==> config.mk <==
export PLATFORM = sky130hd
export DESIGN_NAME = mem_rmw_ctrl
export DESIGN_NICKNAME = d
export VERILOG_FILES = /design/src/rtl/mem_rmw_ctrl.sv
export SDC_FILE = /design/constraint.sdc
export NUM_CORES = 1
export LEC_CHECK = 0
export ABC_AREA = 1
export CAP_MARGIN = 5
export CELL_PAD_IN_SITES_DETAIL_PLACEMENT = 0
export CELL_PAD_IN_SITES_GLOBAL_PLACEMENT = 1
export CORE_UTILIZATION = 30
export CTS_BUF_LIST = sky130_fd_sc_hd__clkbuf_2
export CTS_CLUSTER_DIAMETER = 60
export DETAILED_ROUTE_END_ITERATION = 7
export GPL_TIMING_DRIVEN = 0
export PLACE_DENSITY = 0.8
export SLEW_MARGIN = 20
export SYNTH_ARGS = -nofsm -noshare
export SYNTH_HDL_FRONTEND = slang
export SYNTH_SLANG_ARGS = --single-unit
==> constraint.sdc <==
create_clock -name clock -period 4.46 [get_ports clock]
set_input_delay 0.446 -clock clock [delete_from_list [all_inputs] [get_ports clock]]
set_output_delay 0.446 -clock clock [all_outputs]
set_load 0.01 [all_outputs]
==> src/rtl/mem_rmw_ctrl.sv <==
`default_nettype none
// ============================================================================
// Module   : mem_rmw_ctrl
// Brief    : Front-end for a 1R1W memory that has no write byte mask.
//            Partial-mask writes become a read followed by a merged write
//            (one MERGE cycle); full-mask writes and reads pass through.
//            Reads may be accepted during MERGE; a read of the address being
//            merged is served from the merged word instead of stale memory.
// Options  : MEM_RMW_CTRL_STATS_EN - saturating 16-bit count of completed
//            merges on rmw_count (tied to 0 when undefined).
// Revision : 1.0 - initial release
// ============================================================================
module mem_rmw_ctrl #(
  parameter int DEPTH      = 48,
  parameter int ADDR_WIDTH = 6,
  parameter int DATA_WIDTH = 64,
  parameter int MASK_GRAN  = 8,
  parameter int MASK_WIDTH = DATA_WIDTH / MASK_GRAN
) (
  input  logic                  clock,
  input  logic                  reset,
  input  logic                  req_valid,
  output logic                  req_ready,
  input  logic                  req_write,
  input  logic [ADDR_WIDTH-1:0] req_addr,
  input  logic [DATA_WIDTH-1:0] req_data,
  input  logic [MASK_WIDTH-1:0] req_mask,
  output logic                  rsp_valid,
  output logic [DATA_WIDTH-1:0] rsp_data,
  output logic [ADDR_WIDTH-1:0] R0_addr,
  output logic                  R0_en,
  input  logic [DATA_WIDTH-1:0] R0_data,
  output logic [ADDR_WIDTH-1:0] W0_addr,
  output logic                  W0_en,
  output logic [DATA_WIDTH-1:0] W0_data,
  output logic [15:0]           rmw_count
);

  localparam logic [ADDR_WIDTH:0] c_depth_ext = (ADDR_WIDTH+1)'(DEPTH);

  typedef enum logic [0:0] {
    IDLE  = 1'b0,
    MERGE = 1'b1
  } state_t;

  state_t                state_q,    state_d;
  logic [ADDR_WIDTH-1:0] addr_q,     addr_d;
  logic [DATA_WIDTH-1:0] data_q,     data_d;
  logic [MASK_WIDTH-1:0] mask_q,     mask_d;
  logic                  rsp_valid_q, rsp_valid_d;
  logic                  rsp_zero_q, rsp_zero_d;
  logic                  rsp_byp_q,  rsp_byp_d;
  logic [DATA_WIDTH-1:0] byp_data_q, byp_data_d;

  logic                  w_accept;
  logic                  w_in_range;
  logic                  w_r0_en;
  logic                  w_w0_en;
  logic [DATA_WIDTH-1:0] w_merged;

  // Lane merge: masked lanes from the latched write, others from memory
  for (genvar i = 0; i < MASK_WIDTH; i++) begin : g_lane
    assign w_merged[i*MASK_GRAN +: MASK_GRAN] =
      mask_q[i] ? data_q[i*MASK_GRAN +: MASK_GRAN] : R0_data[i*MASK_GRAN +: MASK_GRAN];
  end

  assign req_ready  = (state_q == IDLE) | ((state_q == MERGE) & ~req_write);
  assign w_accept   = req_valid & req_ready;
  assign w_in_range = {1'b0, req_addr} < c_depth_ext;

  // Memory enables are forced low while reset is asserted
  assign R0_en     = w_r0_en & ~reset;
  assign W0_en     = w_w0_en & ~reset;
  assign rsp_valid = rsp_valid_q;

  // Next-state, memory-port drive and response bookkeeping
  always_comb begin
    state_d     = state_q;
    addr_d      = addr_q;
    data_d      = data_q;
    mask_d      = mask_q;
    rsp_valid_d = 1'b0;
    rsp_zero_d  = 1'b0;
    rsp_byp_d   = 1'b0;
    byp_data_d  = byp_data_q;
    w_r0_en     = 1'b0;
    w_w0_en     = 1'b0;
    R0_addr     = req_addr;
    W0_addr     = req_addr;
    W0_data     = req_data;
    case (state_q)
      IDLE: begin
        if (w_accept) begin
          if (!req_write) begin
            rsp_valid_d = 1'b1;
            rsp_zero_d  = ~w_in_range;
            w_r0_en     = w_in_range;
          end else if (w_in_range) begin
            if (&req_mask) begin
              w_w0_en = 1'b1;
            end else if (|req_mask) begin
              // Fetch the old word now; merge and write it next cycle
              w_r0_en = 1'b1;
              addr_d  = req_addr;
              data_d  = req_data;
              mask_d  = req_mask;
              state_d = MERGE;
            end
          end
        end
      end
      MERGE: begin
        w_w0_en = 1'b1;
        W0_addr = addr_q;
        W0_data = w_merged;
        state_d = IDLE;
        // Only reads can be accepted here, so the R0 port is free
        if (w_accept) begin
          rsp_valid_d = 1'b1;
          rsp_zero_d  = ~w_in_range;
          w_r0_en     = w_in_range;
          if (w_in_range && (req_addr == addr_q)) begin
            // Memory would return the pre-merge word; serve the merged one
            rsp_byp_d  = 1'b1;
            byp_data_d = w_merged;
          end
        end
      end
      default: state_d = IDLE;
    endcase
  end

  // Response data: bypass word, zero for out-of-range, else memory output
  always_comb begin
    rsp_data = '0;
    if (rsp_valid_q) begin
      if (rsp_byp_q) begin
        rsp_data = byp_data_q;
      end else if (!rsp_zero_q) begin
        rsp_data = R0_data;
      end
    end
  end

  // Controller state and pending-operation registers
  always_ff @(posedge clock or posedge reset) begin
    if (reset) begin
      state_q     <= IDLE;
      addr_q      <= '0;
      data_q      <= '0;
      mask_q      <= '0;
      rsp_valid_q <= 1'b0;
      rsp_zero_q  <= 1'b0;
      rsp_byp_q   <= 1'b0;
      byp_data_q  <= '0;
    end else begin
      state_q     <= state_d;
      addr_q      <= addr_d;
      data_q      <= data_d;
      mask_q      <= mask_d;
      rsp_valid_q <= rsp_valid_d;
      rsp_zero_q  <= rsp_zero_d;
      rsp_byp_q   <= rsp_byp_d;
      byp_data_q  <= byp_data_d;
    end
  end

`ifdef MEM_RMW_CTRL_STATS_EN
  logic [15:0] rmw_count_q, rmw_count_d;

  // Saturating count of merge cycles that completed without reset
  always_comb begin
    rmw_count_d = rmw_count_q;
    if ((state_q == MERGE) && (rmw_count_q != 16'hFFFF)) begin
      rmw_count_d = rmw_count_q + 16'd1;
    end
  end

  // Merge counter register
  always_ff @(posedge clock or posedge reset) begin
    if (reset) begin
      rmw_count_q <= 16'd0;
    end else begin
      rmw_count_q <= rmw_count_d;
    end
  end

  assign rmw_count = rmw_count_q;
`else
  assign rmw_count = 16'd0;
`endif

endmodule
`default_nettype wire
==> results.json, run 1 <==
{
  "status": "finished, final reports clean",
  "ff_latch_area_um2": 3650,
  "grt_pass1_vias": 9739,
  "p_int_mw": 2.53,
  "fillers": 3118,
  "timing.hold.ws_ps": 131,
  "die_h_um": 177,
  "drc": 0,
  "cts_tree": "yes",
  "synthCells": 1291,
  "coreArea_um2": 30000,
  "io_pins": 306,
  "p_clk_frac": 0.241,
  "synthMuxAreaShare": 0.0781,
  "synth-simple-area-share": 0.332,
  "finalClockSkew_ps": 50.2,
  "antenna_found_initial": 2,
  "synth_fa_ha_area_frac": 0,
  "max_freq_mhz": 250,
  "synth_edf_count": 0,
  "peakVddDrop_uv": 166,
  "wirelength_um": 35800,
  "post_drt_wl_per_cell_um": 17.7,
  "reg2reg_depth": 11,
  "drtAntennaViolNets": 0,
  "grt_pass1_wl_um": 54600,
  "path_class": "flip-flop to output port",
  "h-tree-depth": 4,
  "std_cell_rows": 63,
  "max_slew_margin": 0.262,
  "ctsHoldBuffers": 0,
  "crit_path_end_kind": "output port",
  "grt_max_degree": 97,
  "synthFlopType": "dfrtp_1",
  "multi_input_area_um2": 4700,
  "maxCapViolations": 0,
  "path_max_fanout": 10,
  "hpwl_um": 26200,
  "comb_power_share": 0.319,
  "start_util": 0.308,
  "power.net_switching_mw": 1.27,
  "crit_arrival_ps": 3550,
  "cts_setup_buffers": 0,
  "synth_warnings": 0,
  "postSynthAreaPerCell_um2": 7.15,
  "cts-buffers-inserted": 17,
  "dieWidth_um": 177,
  "synth.top_cells.by_area": "dfrtp_1 (40%), nand2_1 (23%), mux2_2 (7.8%)",
  "slew_violations": 0,
  "hold_viol": 0,
  "seqPwrFrac": 0.440,
  "synth_seq_cells": 146,
  "setup-violations-final": 0,
  "gr-total-overflow": 0,
  "first_iter_violations": 619,
  "rsz0062_at_grt": "no",
  "placed_area_um2": 12700,
  "hold_class": "input pin to asynchronous set/reset pin",
  "critPathLaunchType": "flip-flop",
  "placed_cells": 1986,
  "cts_resized": 0,
  "drive_above_1_share": 0.0996,
  "p_per_area_nw_per_um2": 293,
  "instances_no_fill": 2018,
  "yosysSeqAreaShare": 0.396,
  "vias_per_cell": 4.85,
  "clockBufferDepth": 2,
  "min_period_over_period": 0.895,
  "post-synth-top-count-cell": "nand2_1",
  "drtPass1Iterations": 5,
  "worstPathRequired_ps": 4010,
  "worst_pin_slew_ps": 1110,
  "clockRootBuffer": "clkbuf_2",
  "p_leak_nw": 6.14,
  "vias": 9778,
  "synth_compound_area_frac": 0.0911,
  "synth.distinct_cells": 24,
  "min_period_ps": 3990,
  "areaGrowthSynthToFinish_pct": 40.7,
  "yosys-top-cells-count": "nand2_1 (571), dfrtp_1 (146), inv_1 (84)",
  "groute.usage.overall": 0.227,
  "port_buffers": 289,
  "yosys.area.top_type": "dfrtp_1",
  "swShare": 0.335,
  "final_cell_area_um2": 13000,
  "synth_xor_area_frac": 0.000949,
  "gp_congestion": 0.814,
  "clkLatencyLatePin_ps": 720,
  "finalNetCount": 1761,
  "clk_pin_slew_ps": 250,
  "fp.dieArea_um2": 31500,
  "syn_area_um2": 9230,
  "synthArstFlopShare": 1.00,
  "clock_sinks": 146,
  "yosys.area.top_type_share": 0.396,
  "synth_top_family_by_area": "simple AND/OR/NAND/NOR gates"
}
==> per-layer routing <==
| layer | part of all wire | GRT usage | vias to the layer above |
|---|---|---|---|
| li1 | - | - | 4772 |
| met1 | 0.45 | 0.295 | 4662 |
| met2 | 0.48 | 0.384 | 321 |
| met3 | 0.063 | 0.0428 | 23 |
| met4 | 0.016 | 0.0598 | 0 |
| met5 | 0 | 0 | - |
==> critical path, cell delays in order, from the launching register on <==
cell and delay (ps):
dfrtp_1 410, buf_2 170, inv_1 140, clkbuf_1 840, clkbuf_1 550, nand2_1 100, nand2_1 100, clkdlybuf4s50_1 560
==> layout make-up <==
| cell class | count | share of cell area |
|---|---|---|
| multi-input combinational | 950 | 0.362 |
| antenna | 2 | 0.000386 |
| clock inverter | 12 | 0.0140 |
| inverter | 87 | 0.0258 |
| timing repair buffer | 290 | 0.225 |
| sequential | 146 | 0.281 |
| buffer | 123 | 0.0468 |
| tap | 390 | 0.0376 |
| clock buffer | 18 | 0.00694 |
==> path summary, 6_finish.rpt <==
kind	start	endpoint	slack, ps
worst max-delay path	state_q	W0_data[55]	470
worst min-delay path	reset	data_q[43]	130
worst max register to register	state_q	mask_q[1]	2370
worst min register to register	data_q[0]	data_q[0]	510
max in group asynchronous	reset	byp_data_q[63]	3440
min in group clock	req_data[5]	data_q[5]	280
==> stage by stage <==
stage / util / setup TNS (ps) / total power [mW] / setup WS [ps]
floorplan: - / 0 / 2.37 / 72.1
global placement: 0.423 / -368950 / 2.89 / -2520
detailed placement: 0.424 / 0 / 2.91 / 1170
CTS: 0.433 / 0 / 3.83 / 326
global route: 0.433 / 0 / 4.03 / 193
finish: 0.433 / 0 / 3.80 / 467
==> placed cells by master, fill, tap and decap left out, types with 24 or more instances in the layout <==
master	n
dfrtp_1	146
inv_1	83
clkdlybuf4s50_1	289
clkbuf_1	59
nand2_1	571
mux2_2	64
o21bai_1	64
nand4_1	78
nand3_1	66
buf_2	32
buf_4	24
a21oi_1	67
==> state kept, by name, indices dropped and copies added, names as in the netlist <==
register	cells
addr_q	6
byp_data_q	64
data_q	64
mask_q	8
rsp_byp_q	1
rsp_valid	1
rsp_zero_q	1
state_q	1
==> cells by family after synthesis <==
family,Yosys count
AOI/OAI and AO/OA,136
and+or+nand+nor,733
xor gates and xnor gates,1
other,1
DFF,146
muxes,64
buffers and inverters,210
==> power by group through the flow <==
stage | sequential [mW] | combinational, mW | clock (mW)
6_report | 1.67 | 1.21 | 0.917
5_1_grt | 1.70 | 1.34 | 0.988
4_1_cts | 1.67 | 1.22 | 0.933
3_5_place_dp | 1.69 | 1.22 | 0
3_3_place_gp | 1.68 | 1.20 | 0
2_1_floorplan | 1.66 | 0.706 | 0
No activity file was read; power rests on OpenSTA's default activity.
==> run 2, diff against run 1 <==
- CORE_UTILIZATION: 30 -> 36
- PLACE_DENSITY: 0.8 -> 0.9
- clock period: 4.46 -> 4.8 ns (I/O delays scaled with it)
==> results.json, run 2 (synthesis gave the netlist of run 1 again) <==
{
  "status": "finished, final reports clean",
  "crit_path_max_incr_delay_ps": 860,
  "drtPass1Iterations": 7,
  "dieWidth_um": 162,
  "path_max_fanout": 10,
  "clockBufferDepth": 2,
  "seqPwrFrac": 0.455,
  "top_regs": "byp_data_q: 64 flops, data_q: 64 flops, mask_q: 8 flops",
  "wirelength_um": 34000,
  "antenna_found_initial": 7,
  "slew_violations": 0,
  "cts-buffers-inserted": 17,
  "rsz0062_at_grt": "no",
  "p_clk_frac": 0.215,
  "cts_resized": 0,
  "instances_no_fill": 1963,
  "min_period_ps": 3950,
  "path_buf_inv": 2,
  "p_leak_nw": 6.10,
  "layout_setup_ws_ps": 848,
  "hold_viol": 0,
  "timing.hold.ws_ps": 203,
  "coreArea_um2": 25200,
  "ctsHoldBuffers": 0,
  "groute.usage.overall": 0.262,
  "port_buffers": 289,
  "hpwl_um": 24700,
  "tns_ps": 0,
  "drc": 0,
  "vias": 9723,
  "crit_arrival_ps": 3470,
  "rrSetupSlack_ps": 2770,
  "p_int_mw": 2.24,
  "clk_pin_slew_ps": 240,
  "finalNetCount": 1761,
  "clock_sinks": 146,
  "clkLatencyLatePin_ps": 770,
  "min_period_over_period": 0.823,
  "swShare": 0.342,
  "drtAntennaViolNets": 0,
  "final_cell_mix": "nand2_1 (571), clkdlybuf4s50_1 (289), dfrtp_1 (146)",
  "worst_pin_slew_ps": 1140,
  "vias_per_cell": 4.95,
  "worstPathRequired_ps": 4320,
  "max_freq_mhz": 253,
  "clockRootBuffer": "clkbuf_2",
  "p_per_area_nw_per_um2": 265,
  "peakVddDrop_uv": 129,
  "dp_slack_ps": 1480,
  "final_core_util": 0.511,
  "crit_path_end_kind": "output port",
  "cpLargestDelayFamily": "buffers and inverters",
  "path_class": "flip-flop to output port",
  "placed_cells": 1926,
  "final_cell_area_um2": 12900,
  "hold_class": "input pin to asynchronous set/reset pin",
  "placed_area_um2": 12600,
  "areaGrowthSynthToFinish_pct": 39.4,
  "crit_chain": "nor2_1 -> clkbuf_1 -> nand2_1 -> a21oi_1 -> clkdlybuf4s50_1",
  "fp.dieArea_um2": 26300,
  "critPathLaunchType": "flip-flop",
  "finalClockSkew_ps": 58.8,
  "crit_slowest_cell": "nor2_1",
  "post_drt_wl_per_cell_um": 17.3,
  "grt_max_degree": 79,
  "gp_congestion": 0.837,
  "setup-violations-final": 0,
  "drive_above_1_share": 0.0996,
  "io_pins": 306,
  "comb_power_share": 0.329,
  "maxCapViolations": 0,
  "power.net_switching_mw": 1.17,
  "gr-total-overflow": 0,
  "final_common_cell": "nand2_1",
  "std_cell_rows": 58,
  "grt_pass1_vias": 9606,
  "max_slew_margin": 0.239,
  "die_h_um": 162,
  "cts_setup_buffers": 0,
  "grt_pass1_wl_um": 52800,
  "start_util": 0.366,
  "cts_tree": "yes",
  "first_iter_violations": 749,
  "total_power_mw": 3.40,
  "h-tree-depth": 4
}
run 2: cell count changes in the layout (fill, tap and decap cells not counted):
cell        before  now
bufinv_16        4    2
clkinv_1         1    0
clkinv_2         2    3
clkinv_4         3    2
clkinvlp_4       0    4
diode_2          2    7
inv_6            3    2
nor2_1           6    7
nor2_2           1    0
run 2: layer usage:
metal	vias up	share of wire	GRT usage
met2	379	0.46	0.412
met4	2	0.022	0.0926
li1	4767	-	-
met5	-	0.00035	0
met1	4529	0.44	0.351
met3	46	0.076	0.0613
run 2: layout make-up:
| cell class | count | area [µm²] |
|---|---|---|
| clock inverter | 12 | 135 |
| tap | 330 | 413 |
| clock buffer | 18 | 90.1 |
| buffer | 123 | 607 |
| timing repair buffer | 290 | 2920 |
| multi-input combinational | 950 | 4700 |
| sequential | 146 | 3650 |
| antenna | 7 | 17.5 |
| inverter | 87 | 335 |
| fill | 2486 | 12300 |
run 2: path summary, 6_finish.rpt:
check | startpoint | endpoint | cells after the start
setup / recovery | rsp_byp_q | rsp_data[29] | 5
hold reg to reg | data_q[43] | data_q[43] | 2
min in group clock | req_data[35] | data_q[35] | 3
setup reg to reg | state_q | addr_q[2] | 11
max in group asynchronous | reset | data_q[25] | 3
hold / removal | reset | data_q[61] | 2
run 2: worst register-to-register path: stages, from the launching register on:
cell	delay, ps
dfrtp_1	390
buf_2	160
nand2_2	90
nand2_2	70
nor2_4	110
nand2_1	80
clkinv_2	180
nand3_2	310
buf_6	280
buf_6	150
nand2_1	60
nand2_1	60
run 2: power groups by stage:
stage	combinational (mW)	sequential [mW]	clock (mW)
2_1_floorplan	0.656	1.54	0
3_3_place_gp	1.10	1.57	0
3_5_place_dp	1.12	1.57	0
4_1_cts	1.13	1.55	0.745
5_1_grt	1.24	1.58	0.798
6_report	1.12	1.55	0.733
==> run 3, diff against run 2 <==
- CORE_UTILIZATION: 36 -> 30
- PLACE_DENSITY: 0.9 -> 0.8
- clock period: 4.8 -> 3.25 ns (I/O delays scaled with it)
==> results.json, run 3 (synthesis gave the netlist of run 1 again) <==
{
  "min_period_ps": 3140,
  "vias": 9715,
  "critical_path.most_common_cell": "nand2_1",
  "peakVddDrop_uv": 218,
  "path_class": "input pin to output port",
  "rsz0062_at_grt": "no",
  "min_period_over_period": 0.967,
  "worst-path-stages": 8,
  "placed_cells": 1990,
  "gr-total-overflow": 0,
  "crit_chain": "clkdlybuf4s50_1 -> nand2_1 -> nor3_1 -> nand2_1 -> buf_2 -> nand2_1 -> a21oi_1 -> clkdlybuf4s50_1",
  "start_util": 0.308,
  "crit_path_end_kind": "output port",
  "io_pins": 306,
  "clockBufferDepth": 2,
  "p_per_area_nw_per_um2": 413,
  "reg2reg_depth": 11,
  "drtPass1Iterations": 5,
  "hold_viol": 0,
  "wirelength_um": 36100,
  "crit_path_max_incr_delay_ps": 580,
  "setup-violations-final": 0,
  "grt_max_degree": 33,
  "top_regs": "byp_data_q: 64 flops, data_q: 64 flops, mask_q: 8 flops",
  "worst_pin_slew_ps": 719,
  "drtAntennaViolNets": 0,
  "antenna_found_initial": 1,
  "grt_pass1_vias": 9737,
  "post_drt_wl_per_cell_um": 17.8,
  "clkLatencyLatePin_ps": 730,
  "gp_congestion": 0.828,
  "groute.usage.overall": 0.230,
  "p_leak_nw": 6.32,
  "max_slew_margin": 0.519,
  "crit_arrival_ps": 2820,
  "std_cell_rows": 63,
  "total_power_mw": 5.46,
  "rrSetupSlack_ps": 1220,
  "finalClockSkew_ps": 54.1,
  "die_h_um": 177,
  "crit_slowest_cell": "clkdlybuf4s50_1",
  "fp.dieArea_um2": 31500,
  "finalNetCount": 1771,
  "min_path_cells": 3,
  "instances_no_fill": 2027,
  "worstPathRequired_ps": 2920,
  "clk_pin_slew_ps": 270,
  "areaGrowthSynthToFinish_pct": 43.4,
  "final_common_cell": "nand2_1",
  "clock_sinks": 146,
  "cpLargestDelayFamily": "buffers and inverters",
  "cts-buffers-inserted": 17,
  "final_core_util": 0.442,
  "port_buffers": 289,
  "hpwl_um": 26400,
  "path_buf_inv": 3,
  "clockRootBuffer": "clkbuf_2",
  "first_iter_violations": 715,
  "final_cell_mix": "nand2_1 (571), clkdlybuf4s50_1 (288), dfrtp_1 (146)",
  "slew_violations": 0,
  "critPathLaunchType": "input pin",
  "fillers": 3120,
  "grt_pass1_wl_um": 55000,
  "cts_tree": "yes",
  "hold_class": "input pin to flip-flop",
  "dieWidth_um": 177,
  "drc": 0,
  "h-tree-depth": 4,
  "path_max_fanout": 10,
  "coreArea_um2": 30000,
  "maxCapViolations": 0,
  "drive_above_1_share": 0.119,
  "status": "finished, final reports clean",
  "max_freq_mhz": 318,
  "vias_per_cell": 4.79
}
-- run 3: changes by cell type in the layout (fill, tap and decap cells not counted), moves of 2 or more --
cell	change
clkbuf_1	-23
clkbuf_2	+18
diode_2	-6
buf_12	+5
buf_4	+5
bufinv_16	+5
clkbuf_4	+3
clkinv_2	-3
clkinvlp_4	-2
-- run 3: tightest hold or removal path, cell delays in order --
cell	delay, ps
clkdlybuf4s50_1	420
nand4_1	100
nand2_1	50
-- run 3: metrics by stage --
stage / instance area (µm²) / worst slack [ps] / hold WS [ps] / setup TNS, ps
2_1_floorplan: 9290 / 213 / 391 / 0
3_3_place_gp: 12700 / -2060 / 457 / -79690
3_5_place_dp: 12800 / 167 / 460 / 0
4_1_cts: 13200 / 6.05 / 63.7 / 0
5_1_grt: 13200 / 16.6 / 68.8 / 0
6_report: 13200 / 108 / 144 / 0
-- run 3: layout make-up --
type / instances / area (µm²) / area share
diodes: 1 / 2.50 / 0.000189
clock buffers: 18 / 90.1 / 0.00681
well taps: 390 / 488 / 0.0369
flip-flops and latches: 146 / 3650 / 0.276
clock inverters: 12 / 253 / 0.0191
repair buffers: 300 / 3060 / 0.231
plain buffers: 123 / 646 / 0.0488
multi-input cells: 950 / 4700 / 0.355
inverters: 87 / 335 / 0.0253
-- run 3: worst paths after layout --
| kind | start | endpoint |
|---|---|---|
| min in group asynchronous | reset | data_q[41] |
| setup reg to reg | state_q | mask_q[0] |
| max in group asynchronous | reset | byp_data_q[2] |
| hold / removal | req_data[36] | data_q[36] |
| hold reg to reg | data_q[14] | data_q[14] |
| setup / recovery | req_mask[7] | R0_en |
-- run 3: power by group --
| part | internal, mW | switching, mW | leakage, nW | total [mW] |
|---|---|---|---|---|
| logic | 0.847 | 0.842 | 4.49 | 1.69 |
| registers | 2.13 | 0.163 | 1.63 | 2.29 |
| clock network | 0.740 | 0.741 | 0.192 | 1.48 |
| total | 3.71 | 1.75 | 6.32 | 5.46 |
-- run 3: what timing repair did --
action                                  CTS  global route
gates resized for setup                  20            21
hold endpoints to repair                  8             0
hold buffers                              1             0
pin swaps                                 0             1
endpoints found under the setup margin  108            72
buffers inserted                          0             5
-- run 3: routing by layer --
layer | vias to the layer above | global-route usage | routed length [µm]
met5 | - | 0 | 0
met4 | 0 | 0.0477 | 369
met3 | 19 | 0.0398 | 2230
met2 | 314 | 0.380 | 16900
met1 | 4593 | 0.313 | 16600
li1 | 4789 | - | -
==> variant: new RTL, flow settings as in run 1 <==
`byp_data_q` no longer has a reset.
--- a/src/rtl/mem_rmw_ctrl.sv
+++ b/src/rtl/mem_rmw_ctrl.sv
@@ -152,7 +152,6 @@
       rsp_valid_q <= 1'b0;
       rsp_zero_q  <= 1'b0;
       rsp_byp_q   <= 1'b0;
-      byp_data_q  <= '0;
     end else begin
       state_q     <= state_d;
       addr_q      <= addr_d;
@@ -161,8 +160,11 @@
       rsp_valid_q <= rsp_valid_d;
       rsp_zero_q  <= rsp_zero_d;
       rsp_byp_q   <= rsp_byp_d;
-      byp_data_q  <= byp_data_d;
     end
+  end
+
+  always_ff @(posedge clock) begin
+    byp_data_q <= byp_data_d;
   end
 
 `ifdef MEM_RMW_CTRL_STATS_EN
Function: not settled (the Yosys comparison gave no result); the edit may change what the design does.
==> variant against run 1 <==
Sequential cell count unchanged; synthesized cell count down 23%; non-clock buffer count down 23; die area down 12%; critical path depth unchanged; routed wire length down 14%; setup slack better by 0.38 ns; area after synthesis down 12%; total power down 9.8%; count of clock-buffer cells in the layout unchanged; design area down 8.5%; fmax up 11%.
==> variant: results <==
set metrics [dict create \
    rr_endpoint "byp_data_q[16]" \
    grt_max_degree 47 \
    status "finished clean" \
    setup_slack_ns 0.850 \
    avgSynthCellArea_um2 8.17 \
    holdWs_ns 0.0598 \
    worst_pin_slew_ns 0.927 \
    placed_cells 1640 \
    antenna_found_initial 6 \
    yosys-top-cells-area "dfrtp_1 (25%), edfxtp_1 (24%), nand2_1 (23%)" \
    reg2reg_depth 8 \
    drive_gt1_share_pct 12.6 \
    synth_edf_count 64 \
    wire_per_inst_um 18.4 \
    grt_pass1_vias 7679 \
    critPathArrivalTime_ns 3.16 \
    yosysSeqAreaShare_pct 48.8 \
    vdd_drop_max_uv 166 \
    async_reset_ff_share_pct 56.2 \
    vias 8019 \
    pre_cts_slack_ns 1.43 \
    grt_usage_pct 21.8 \
    dp_hpwl_mm 22.8 \
    fin_cells 1677 \
    nFillCells 2640 \
    post_dp_cell_area_um2 11600 \
    synth_common_cells "nand2_1 (497), dfrtp_1 (82), nand4_1 (79)" \
    cts_resized 0 \
    nets 1470 \
    leakagePower_nw 5.25 \
    gp_congestion 0.785 \
    first_iter_violations 477 \
    ys_types 27 \
    r2r_slack_ns 2.11 \
    grt_pass1_wl_mm 45.9 \
    post_cts_buffers 0 \
    clock_latency_ns 0.74 \
    port_buffers 289 \
    clock_skew_ns 0.0411 \
]
[variant: cell count changes in the layout (fill, tap and decap cells not counted), sizes merged, moves of 3 or more]
cell,before,now
buf,65,72
clkinvlp,0,3
nor3,5,1
o21bai,64,0
edfxtp,0,64
nand2,573,499
inv,89,16
clkbuf,77,47
diode,2,5
nor2,9,14
dfrtp,146,82
nand3,67,4
[variant: how the worst max path moves through the flow]
stage,from,end,cells past startpoint
after floorplan,state_q,byp_data_q[0],6
after CTS,state_q,W0_data[39],7
after global placement,req_write,byp_data_q[13],5
final,state_q,W0_data[39],7
after global routing,state_q,W0_data[39],7
after detailed placement,req_mask[7],R0_en,8
[variant: final cells by class]
type / count / area share [%]
Timing Repair Buffer: 293 / 25.2
Sequential cell: 146 / 33.5
Clock buffer: 18 / 0.759
Buffer: 97 / 4.37
Tap cell: 335 / 3.53
Clock inverter: 14 / 1.30
Multi-Input combinational cell: 756 / 30.9
Antenna cell: 5 / 0.105
Inverter: 13 / 0.464
[variant: kinds of logic after synthesis]
logic type,count (synthesis),share of synthesized area (%)
AND/OR/NAND/NOR,600,30.5
flip-flops,146,48.8
AO/OA/AOI/OAI,74,4.56
multiplexers,64,8.85
buffers and inverters,110,6.99
XOR/XNOR,2,0.215
other,1,0.0461
[variant: stage by stage]
stage                     util [%]  TNS, ns  total power [mW]
final                         45.1        0              3.43
after global routing          45.1        0              3.59
after CTS                     45.0        0              3.46
after detailed placement      44.1        0              2.64
after global placement        43.7  -145.80              2.62
after floorplan                  -        0              2.15
[variant: worst max-delay path, cell delays in order, from the launching register on]
cell and delay [ns]:
dfrtp_1 0.41, buf_2 0.18, inv_2 0.12, buf_2 0.26, buf_1 0.64, nand2_1 0.13
nand2_1 0.10, clkdlybuf4s50_1 0.60
[variant: where the power goes]
part | internal (mW) | total (mW) | switching, mW
logic | 0.505 | 0.980 | 0.475
clock network | 0.267 | 0.821 | 0.555
registers | 1.56 | 1.63 | 0.0679
total | 2.33 | 3.43 | 1.10
[variant: routing by layer]
layer  vias up  GRT usage (%)  wire, µm
met5         -              0         8
met3        36           3.75      1640
met4         2           8.25       700
met2       275           35.1     14700
met1      3770           29.3     13800
li1       3936              -         -
